--- src/rtl/cpu_pwr_pkg.sv ---
// Shared types and helpers for the cpu power-state controller.
// Output decode lives here so the FSM and any future observers agree on it.
package cpu_pwr_pkg;

    typedef enum logic [1:0] {
        RUN   = 2'd0,
        DRAIN = 2'd1,
        GATED = 2'd2,
        WAKE  = 2'd3
    } pwr_state_e;

    localparam logic [3:0] DEBUG_PAD = 4'b0;

    function automatic logic state_clk_en(input pwr_state_e s);
        return s != GATED;
    endfunction

    function automatic logic state_stall(input pwr_state_e s);
        return s != RUN;
    endfunction

endpackage

--- src/rtl/sat_counter.sv ---
// Saturating up-counter with synchronous clear; clear wins over increment.
module sat_counter #(
    parameter int unsigned W = 8
) (
    input  logic         clk,
    input  logic         rst,
    input  logic         inc,
    input  logic         clr,
    output logic [W-1:0] q
);

    always_ff @(posedge clk or posedge rst) begin
        if (rst) begin
            q <= '0;
        end else if (clr) begin
            q <= '0;
        end else if (inc && (q != {W{1'b1}})) begin
            q <= q + W'(1);
        end
    end

endmodule

--- src/rtl/cpu_pwr_ctrl.sv ---
// Core power-state controller: idle-window sleep entry, drain, clock gating and
// timed wake-up, plus saturating residency counters for power modeling.
module cpu_pwr_ctrl
    import cpu_pwr_pkg::*;
#(
    parameter int unsigned IDLE_THRESH = 8,
    parameter int unsigned WAKE_CYC    = 2,
    parameter int unsigned CNT_W       = 32
) (
    input  logic             clk,
    input  logic             rst,
    input  logic             cpu_busy,
    input  logic             sleep_en,
    input  logic             wake_req,
    input  logic             stats_clr,
    output logic             clk_en,
    output logic             stall_req,
    output logic [1:0]       pwr_state,
    output logic [CNT_W-1:0] active_cycles,
    output logic [CNT_W-1:0] gated_cycles,
    output logic [15:0]      wake_count,
    output logic [15:0]      debug
);

    localparam int unsigned IDLE_W = $clog2(IDLE_THRESH + 1);
    localparam int unsigned WAKE_W = (WAKE_CYC > 1) ? $clog2(WAKE_CYC) : 1;
    localparam logic [IDLE_W-1:0] LAST_IDLE = IDLE_W'(IDLE_THRESH - 1);
    localparam logic [WAKE_W-1:0] LAST_WAKE = WAKE_W'(WAKE_CYC - 1);

    pwr_state_e        state, state_d;
    logic [IDLE_W-1:0] idle_cnt, idle_d;
    logic [WAKE_W-1:0] wake_tmr, tmr_d;
    logic              qualify;
    logic              wake_evt;

    // A wake request in the same cycle always blocks sleep entry.
    assign qualify = sleep_en & ~cpu_busy & ~wake_req;

    always_comb begin
        state_d  = state;
        idle_d   = idle_cnt;
        tmr_d    = wake_tmr;
        wake_evt = 1'b0;
        unique case (state)
            RUN: begin
                if (qualify) begin
                    if (idle_cnt == LAST_IDLE) begin
                        state_d = DRAIN;
                        idle_d  = '0;
                    end else begin
                        idle_d = idle_cnt + IDLE_W'(1);
                    end
                end else begin
                    idle_d = '0;
                end
            end
            DRAIN: begin
                if (wake_req || !sleep_en) begin
                    state_d = RUN;
                end else if (!cpu_busy) begin
                    state_d = GATED;
                end
            end
            GATED: begin
                if (wake_req || !sleep_en) begin
                    state_d  = WAKE;
                    tmr_d    = '0;
                    wake_evt = 1'b1;
                end
            end
            WAKE: begin
                if (wake_tmr == LAST_WAKE) begin
                    state_d = RUN;
                end else begin
                    tmr_d = wake_tmr + WAKE_W'(1);
                end
            end
            default: state_d = RUN;
        endcase
    end

    // Outputs are registered from the next state so they always match the state register.
    always_ff @(posedge clk or posedge rst) begin
        if (rst) begin
            state     <= RUN;
            idle_cnt  <= '0;
            wake_tmr  <= '0;
            clk_en    <= 1'b1;
            stall_req <= 1'b0;
        end else begin
            state     <= state_d;
            idle_cnt  <= idle_d;
            wake_tmr  <= tmr_d;
            clk_en    <= state_clk_en(state_d);
            stall_req <= state_stall(state_d);
        end
    end

    assign pwr_state = state;

    sat_counter #(.W(CNT_W)) u_active_cnt (
        .clk (clk),
        .rst (rst),
        .inc (clk_en),
        .clr (stats_clr),
        .q   (active_cycles)
    );

    sat_counter #(.W(CNT_W)) u_gated_cnt (
        .clk (clk),
        .rst (rst),
        .inc (state == GATED),
        .clr (stats_clr),
        .q   (gated_cycles)
    );

    sat_counter #(.W(16)) u_wake_cnt (
        .clk (clk),
        .rst (rst),
        .inc (wake_evt),
        .clr (stats_clr),
        .q   (wake_count)
    );

    assign debug = {pwr_state, clk_en, stall_req, DEBUG_PAD, wake_count[7:0]};

endmodule

--- config.mk ---
export PLATFORM = sky130hd
export DESIGN_NAME = cpu_pwr_ctrl
export DESIGN_NICKNAME = d
export VERILOG_FILES = /design/src/rtl/cpu_pwr_pkg.sv /design/src/rtl/sat_counter.sv /design/src/rtl/cpu_pwr_ctrl.sv
export SDC_FILE = /design/constraint.sdc
export NUM_CORES = 1
export LEC_CHECK = 0
export CAP_MARGIN = 20
export CORE_MARGIN = 4
export CORE_UTILIZATION = 30
export DETAILED_ROUTE_END_ITERATION = 6
export SLEW_MARGIN = 0
export SYNTH_ARGS = -nofsm -noshare
export SYNTH_HDL_FRONTEND = slang
export SYNTH_HIERARCHICAL = 1
export SYNTH_SLANG_ARGS = --single-unit
--- constraint.sdc ---
create_clock -name clk -period 5.85 [get_ports clk]
set_input_delay 1.755 -clock clk [delete_from_list [all_inputs] [get_ports clk]]
set_output_delay 1.755 -clock clk [all_outputs]
set_load 0.005 [all_outputs]
Word-level counts from Yosys, hierarchy flattened:

Index checks and enable logic that the tools add are counted.

* bits in registers: 89

* $add $sub $neg: 5
* equality and inequality tests: 9
* multiplexer cells: 20
* bitwise operators: 4
* reduce and logical (&&, ||, !) cells: 12

Operators by type and width (number)
* $mux 32: 4
* $add 32x1->32 const B: 2
* $ne 32x32->1 const B: 2
* $mux 16: 2
* $add 16x1->16 const B: 1
* $ne 16x16->1 const B: 1
* $mux 2: 6
* $reduce_bool 2->1: 5
* $mux 4: 2
* $pmux 2 s4: 1
* $add 4x1->4 const B: 1
* $eq 2x2->1 const B: 2
* $eq 4x3->1 const B: 1
* $mux 1: 4
* $ne 2x2->1 const B: 2
* $logic_and 1x1->1: 3
* $and 1x1->1: 2
* $eq 2x1->1 const B: 1
* $logic_not 2->1: 1
* $not 1->1: 2
* $pmux 1 s2: 1
* $reduce_and 2->1: 1
* $add 1x1->1 const B: 1
* $logic_not 1->1: 1
* $logic_or 1x1->1: 1

Depth between registers and ports, before layout:

Gate-level depths: netlist of the first run.

* depth in word-level cells: 7
* depth in mapped cells: 8

Modules after synthesis:

Netlist of the first run, hierarchy kept.

Modules (own cells, without submodules)
* sat_counter (u_active_cnt): times used 1, cells an instance 195, area an instance 1826.8 um^2, seq. area each 800.8 um^2
* sat_counter (u_gated_cnt): times used 1, cells an instance 186, area an instance 1740.4 um^2, seq. area each 800.8 um^2
* sat_counter (u_wake_cnt): times used 1, cells an instance 101, area an instance 932.1 um^2, seq. area each 400.4 um^2
* cpu_pwr_ctrl: times used 1, cells an instance 68, area an instance 600.6 um^2, seq. area each 226.5 um^2

Worst setup path after synthesis of the first run:

No wires, ideal clock.

* kind: input to register
* start: input port wake_req
* end: register u_wake_cnt.q[13]
* setup time: 0.078 ns
* data arrival time: 3.303 ns
* data required time: 5.772 ns
* setup slack: 2.469 ns
* cell stages on the path: 7
* cells stage by stage: nand2b_1 -> and2_1 -> clkbuf_2 -> nand3_1 -> or4_4 -> or4_1 -> a21oi_1

* longest elaborated chain between the ends: 5

Ends and longest elaborated chain
* start: declaration: RTL line cpu_pwr_ctrl.sv:14 `input logic wake_req,`
* $logic_or 1x1->1: RTL line cpu_pwr_ctrl.sv:65 `if (wake_req || !sleep_en) begin`
* $mux 1: RTL line cpu_pwr_ctrl.sv:65
* $mux 1: RTL line cpu_pwr_ctrl.sv:44 `unique case (state)`
* named net wake_evt: RTL line cpu_pwr_ctrl.sv:34 `logic wake_evt;`
* $logic_and 1x1->1: RTL line sat_counter.sv:17 `end else if (inc && (q != {W{1'b1}})) begin`
* $reduce_bool 2->1 (no line)
* end signal: assignment: RTL line sat_counter.sv:18 `q <= q + W'(1);`
* end: declaration: RTL line sat_counter.sv:9 `output logic [W-1:0] q`

The timed path passes the listed nets, and every way through them passes these cells.
A chain may end at the register's enable or synchronous reset.

Worst setup path after layout of the first run:

Same ends and word-level chain as after synthesis.

==> run metrics, run 1 <==
Storage cell area about 2200 um2; Max Slew Vio Count 0; GR Overflow Total 0; crit-path max FO 8; utilization after layout 0.390; initial antenna violation count 0; Non-Filler Instances 859; Fin. Hold Viols 0; NumNets Final 644; RR Startpoint pwr_state[1]; Worst slew margin 0.321; footprint of the multi-input gates 2570 um2; maximum VDD drop about 0.14 mV; Async SR Flop Fraction 1.00; final setup fails 0; RePlAce Congestion a little over 0.8; final wirelength roughly 14 mm; Power Internal 1.08 mW; I/O pin count roughly 110; vias in the first global route 4498; Seq/Total Area, Yosys 0.437; average wire per standard cell 15.9 um; flop2flop setup slack ~3.1 ns; DR iter-0 viols between 200 and 250; # fillers 1664; DP Wirelength approximately 9.6 mm; R2R depth 6; Sum Neg Setup Slack 0 ns; Die Y ~140 um; cell taking the most area after synthesis dfrtp_1; Switch Pwr 0.424 mW; status completed; DRC viols 0; synthesized cell area around 5100 um2; synth top area cells dfrtp_1 43%, a21oi_1 5.8%, o31ai_1 4.4%; Sw Ratio 0.282; Achievable Freq 0.259 GHz; top-area cell type share of the netlist area 0.432; post-CTS resize count 0; Initial DRT Pass Iterations 5; RSZ-0062 raised after global routing false; clock transition at the registers of the reported paths 0.07 ns; root buf cell clkbuf_16; Crit Reg-Reg Endpoint u_wake_cnt/q[13]; syn avg cell area between 9 and 10 um2; CTS tree built; max_cap viols 0; vias per std cell roughly 5.4; Hold EP idle_cnt[2]; Clock power frac 0.373; starting density of the core 0.306; Overall Power 1.51 mW; HP Start idle_cnt[2]; first-pass GRT wire length about 23 mm; critical path type in2reg; H-tree levels 3; hold_ws between 0.4 and 0.5 ns; port buffer count around 100; layout cells sized above 1 0.0720; final period utilization 0.659; Clock Tree Buf Depth 2; worst slew pin tran between 1 and 1.5 ns; data required time at the worst endpoint roughly 6.1 ns; hold buffer count at cts 0; Power Density around 230 nW/um2; via count about 4700; Worst-Skew Late Latency roughly 0.35 ns; Die Area between 15000 and 20000 um2; leak pwr approximately 2.4 nW; diode count 0; Comb power frac 0.163; top_reg_cell synth dfrtp_1; post-CTS setup buffer count 0; largest net degree at the start of global routing 52; die width 138 um; Arrival @ worst endpoint just over 4 ns; Post-synth EDFFs 0; CTS buffer count 9; YS warnings 6; hold-critical path depth 1; core footprint roughly 17000 um2; Post-Synthesis Cells 550; Setup crit end kind flop; Detail Route Antenna Nets 0; Startpoint Class input port; GRT Total Usage 0.141; count of different cell masters after synthesis 64; dpl cells between 800 and 900; Worst Hold Class reg2reg; Row Count 47; sequential power share 0.464; Clock Skews 0.00953 ns; final worst path period need approximately 3.9 ns; CTS sink cnt 89; area delta synth->final 27.4%; number of synthesized register bits 89
-- worst max-delay path by stage --
stage | start | to | slack, ns | cells past startpoint
after global routing | wake_req | u_wake_cnt/q[13] | 1.92 | 7
after detailed placement | wake_req | u_wake_cnt/q[13] | 1.65 | 7
after CTS | wake_req | u_wake_cnt/q[13] | 2.01 | 7
final | wake_req | u_wake_cnt/q[13] | 2.00 | 7
after global placement | wake_req | u_wake_cnt/q[13] | 1.72 | 7
after floorplan | wake_req | u_wake_cnt/q[13] | 2.47 | 7
-- cell usage in the layout, fill, tap and decap left out, drive strengths merged, types with 3 or more instances in the layout --
cell and count:
clkdlybuf4s50 100, dfrtp 88, a21oi 59, nand2 34, or4 33, nand3 32
o21ai 32, or3 31, o31ai 30, nor2 29, nand4 22, inv 21
clkbuf 13, nor4 12, nor3 10, xor2 8, nor2b 7, xnor2 7
buf 7, and4 6, nand2b 4, o211ai 4, and2 4, ha 4
conb 4, o41ai 4, o2111ai 3, mux2i 3, and3 3, mux2 3
or2 3
-- per-stage QoR --
step                      setup WS, ns  area (um2)
after floorplan                   2.47        5110
after global routing              1.92        6500
after detailed placement          1.65        6190
after CTS                         2.01        6480
final                             2.00        6500
after global placement            1.72        6190
-- cell usage after synthesis, drive strengths merged (2+ instances only) --
cell type / number
nor2: 29
mux2: 3
clkbuf: 10
o311ai: 2
inv: 20
or4: 33
o211a: 2
o2111ai: 3
nor2b: 7
nand4: 22
or2: 3
a21oi: 59
xnor2: 7
nor3: 10
or3: 31
dfrtp: 88
nand2b: 4
o41ai: 4
o31ai: 30
o211ai: 4
nand3: 32
and4: 6
ha: 4
nand2: 34
xor2: 8
nor4: 12
and2: 4
buf: 27
and3: 3
o21ai: 32
nor3b: 2
mux2i: 3
-- registers in the layout, indices dropped and copies added, names as in the netlist --
signal	cells
clk_en	1
idle_cnt	4
pwr_state	2
stall_req	1
u_active_cnt/q	32
u_gated_cnt/q	32
u_wake_cnt/q	16
wake_tmr	1
-- power groups by stage --
stage | clock (mW) | combinational, mW | sequential [mW]
after floorplan | 0 | 0.170 | 0.688
after global placement | 0 | 0.240 | 0.708
after detailed placement | 0 | 0.245 | 0.710
after CTS | 0.582 | 0.247 | 0.699
after global routing | 0.608 | 0.275 | 0.708
final | 0.561 | 0.245 | 0.699
-- final cells by class --
type                       count  share of cell area
tap                          220              0.0424
clock inverter                 4             0.00404
multi-input combinational    406               0.396
timing repair buffer         108               0.164
sequential                    89               0.343
inverter                      20              0.0116
clock buffer                  12              0.0395
-- cell families (layout without fill, tap and decap cells) --
| logic type | after synthesis | after routing | synth area share |
|---|---|---|---|
| buffers and inverters | 58 | 144 | 0.0611 |
| multiplexers | 6 | 6 | 0.0125 |
| other | 1 | 4 | 0.000735 |
| AND/OR/NAND/NOR | 234 | 234 | 0.282 |
| adder cells (fa/ha/maj) | 4 | 4 | 0.00981 |
| XOR/XNOR | 15 | 15 | 0.0258 |
| flip-flops | 89 | 89 | 0.437 |
| AO/OA/AOI/OAI | 143 | 143 | 0.171 |
-- per-layer routing --
metal	track usage	share of wire	up-vias
li1	-	-	2230
met1	0.179	0.45	2324
met2	0.234	0.48	108
met3	0.0445	0.053	11
met4	0.0374	0.012	0
met5	0	0	-
-- critical path: stages --
cell             delay [ns]
clkdlybuf4s50_1        0.54
nand2b_1               0.19
and2_1                 0.32
nand3_1                0.24
or4_4                  0.50
or4_1                  0.41
a21oi_1                0.17
No activity file was read; power rests on OpenSTA's default activity.
==> inputs of run 2 (changes only) <==
- clock period: 5.85 -> 3.8 ns (I/O delays scaled with it)
==> run 2 against run 1 <==
Clock-buffer cell count up 1. Clock power up 53%. Register-to-register slack worse by 1.8 ns. First-iteration DRC count up 53%. Combinational power up 62%. Clock skew down 0.0049 ns. Routed wire length up 0.26%. Critical path depth unchanged. Hold slack better by 0.012 ns. Sequential share of layout area down 0.16 points. Largest cell class unchanged. Highest routed layer unchanged.
==> run metrics, run 2 (synthesized netlist as in run 1, its figures left out) <==
final setup fails 0; Initial DRT Pass Iterations 4; Fin. Hold Viols 0; Detail Route Antenna Nets 0; DR iter-0 viols 307; Setup crit end kind flop; Worst-Skew Late Latency around 0.34 ns; most common cell after layout, fill and taps aside clkdlybuf4s50_1; clock transition at the registers of the reported paths roughly 0.06 ns; Worst Path Buf+Inv 1; Power Internal about 1.7 mW; Die Area about 19000 um2; Switch Pwr around 0.65 mW; core footprint 16600 um2; Max Slew Vio Count 0; Clock Skews 0.00461 ns; hold-critical path depth 1; critical path's slowest cell clkdlybuf4s50_1; R2R depth 6; RR Startpoint u_active_cnt/q[17]; leak pwr around 2.4 nW; flop2flop setup slack approximately 1.2 ns; Crit Reg-Reg Endpoint u_active_cnt/q[1]; Sum Neg Setup Slack 0 ns; data required time at the worst endpoint roughly 4.1 ns; Overall Power 2.34 mW; NumNets Final 649; vias per std cell between 5 and 6; average wire per standard cell 15.9 um; post-CTS resize count 0; # fillers roughly 1600; Worst slew margin 0.405; Power Density between 300 and 400 nW/um2; die width around 140 um; RSZ-0062 raised after global routing false; DP Wirelength approximately 9.8 mm; top flop regs u_active_cnt/q (32), u_gated_cnt/q (32), u_wake_cnt/q (16); largest net degree at the start of global routing 40; Die Y about 140 um; DRC viols 0; Row Count 47; final period utilization 0.776; area delta synth->final 28.0%; CTS tree built; fin worst setup slack roughly 0.85 ns; GR Overflow Total 0; first-pass GRT wire length around 23 mm; pre-CTS setup slack 0.513 ns; Comb power frac 0.170; final wirelength about 14 mm; initial antenna violation count 0; Hold EP idle_cnt[2]; maximum VDD drop about 0.26 mV; Worst Hold Class reg2reg; HP Start idle_cnt[2]; hold buffer count at cts 0; RePlAce Congestion ~0.83; root buf cell clkbuf_16; final worst path period need between 2 and 3 ns; max_cap viols 0; GRT Total Usage 0.142; Startpoint Class input port; starting density of the core 0.306; H-tree levels 3; I/O pin count 106; Clock Tree Buf Depth 2; post-CTS setup buffer count 0; crit-path leading delay family simple AND/OR/NAND/NOR gates; max incr delay on CP 0.55 ns; hold_ws slightly above 0.5 ns; Arrival @ worst endpoint between 3 and 4 ns; critical-path cell list clkdlybuf4s50_1 > nand2b_1 > and2_1 > nand3_1 > or4_4 > or4_1 > a21oi_1; vias in the first global route about 4500; Clock power frac 0.368; most frequent cells in the layout 100 x clkdlybuf4s50_1, 88 x dfrtp_1, 59 x a21oi_1; diode count 0; utilization after layout 0.392; via count ~4700; sequential power share 0.461; worst slew pin tran roughly 0.88 ns; Achievable Freq ~0.34 GHz; CTS buffer count 9; status completed; critical path type in2reg; CTS sink cnt slightly below 90; port buffer count a little over 100; Sw Ratio 0.276; crit-path max FO 6; layout cells sized above 1 0.0778
run 2: changes by cell type in the layout (fill, tap and decap cells not counted):
cell | before | now
buf_4 | 5 | 11
buf_8 | 1 | 0
clkbuf_8 | 2 | 3
clkinv_2 | 2 | 1
inv_6 | 1 | 0
run 2: power by group through the flow:
stage	Combinational [mW]	Clock (mW)	Sequential, mW
floorplan	0.261	0	1.06
global placement	0.391	0	1.09
detailed placement	0.400	0	1.09
CTS	0.403	0.899	1.08
global route	0.440	0.929	1.09
finish	0.397	0.860	1.08
run 2: area by class of cell:
type                       instances  area [um2]  area share
clock buffer                      13         270      0.0414
clock inverter                     2        12.5     0.00192
inverter                          20        75.1      0.0115
multi-input combinational        406        2570       0.394
sequential                        89        2230       0.341
tap                              220         275      0.0422
timing repair buffer             113        1090       0.168
run 2: routing by layer:
layer | GRT usage | share of wire | up-vias
met3 | 0.0349 | 0.056 | 14
li1 | - | - | 2249
met5 | 0 | 0 | -
met2 | 0.233 | 0.48 | 125
met1 | 0.182 | 0.45 | 2310
met4 | 0.0546 | 0.018 | 0
run 2: how the worst max path moves through the flow:
stage	start	slack [ns]	endpoint	cells after the start
floorplan	wake_req	1.03	u_wake_cnt/q[13]	7
global placement	wake_req	0.54	u_wake_cnt/q[13]	7
detailed placement	wake_req	0.51	u_wake_cnt/q[13]	7
CTS	wake_req	0.88	u_wake_cnt/q[13]	7
global route	wake_req	0.77	u_wake_cnt/q[13]	7
finish	wake_req	0.85	u_wake_cnt/q[13]	7
run 2: metrics by stage:
| step | cells | area (um2) |
|---|---|---|
| after floorplan | 553 | 5110 |
| after global placement | 847 | 6240 |
| after detailed placement | 847 | 6240 |
| after CTS | 862 | 6520 |
| after global routing | 863 | 6530 |
| final | 863 | 6530 |
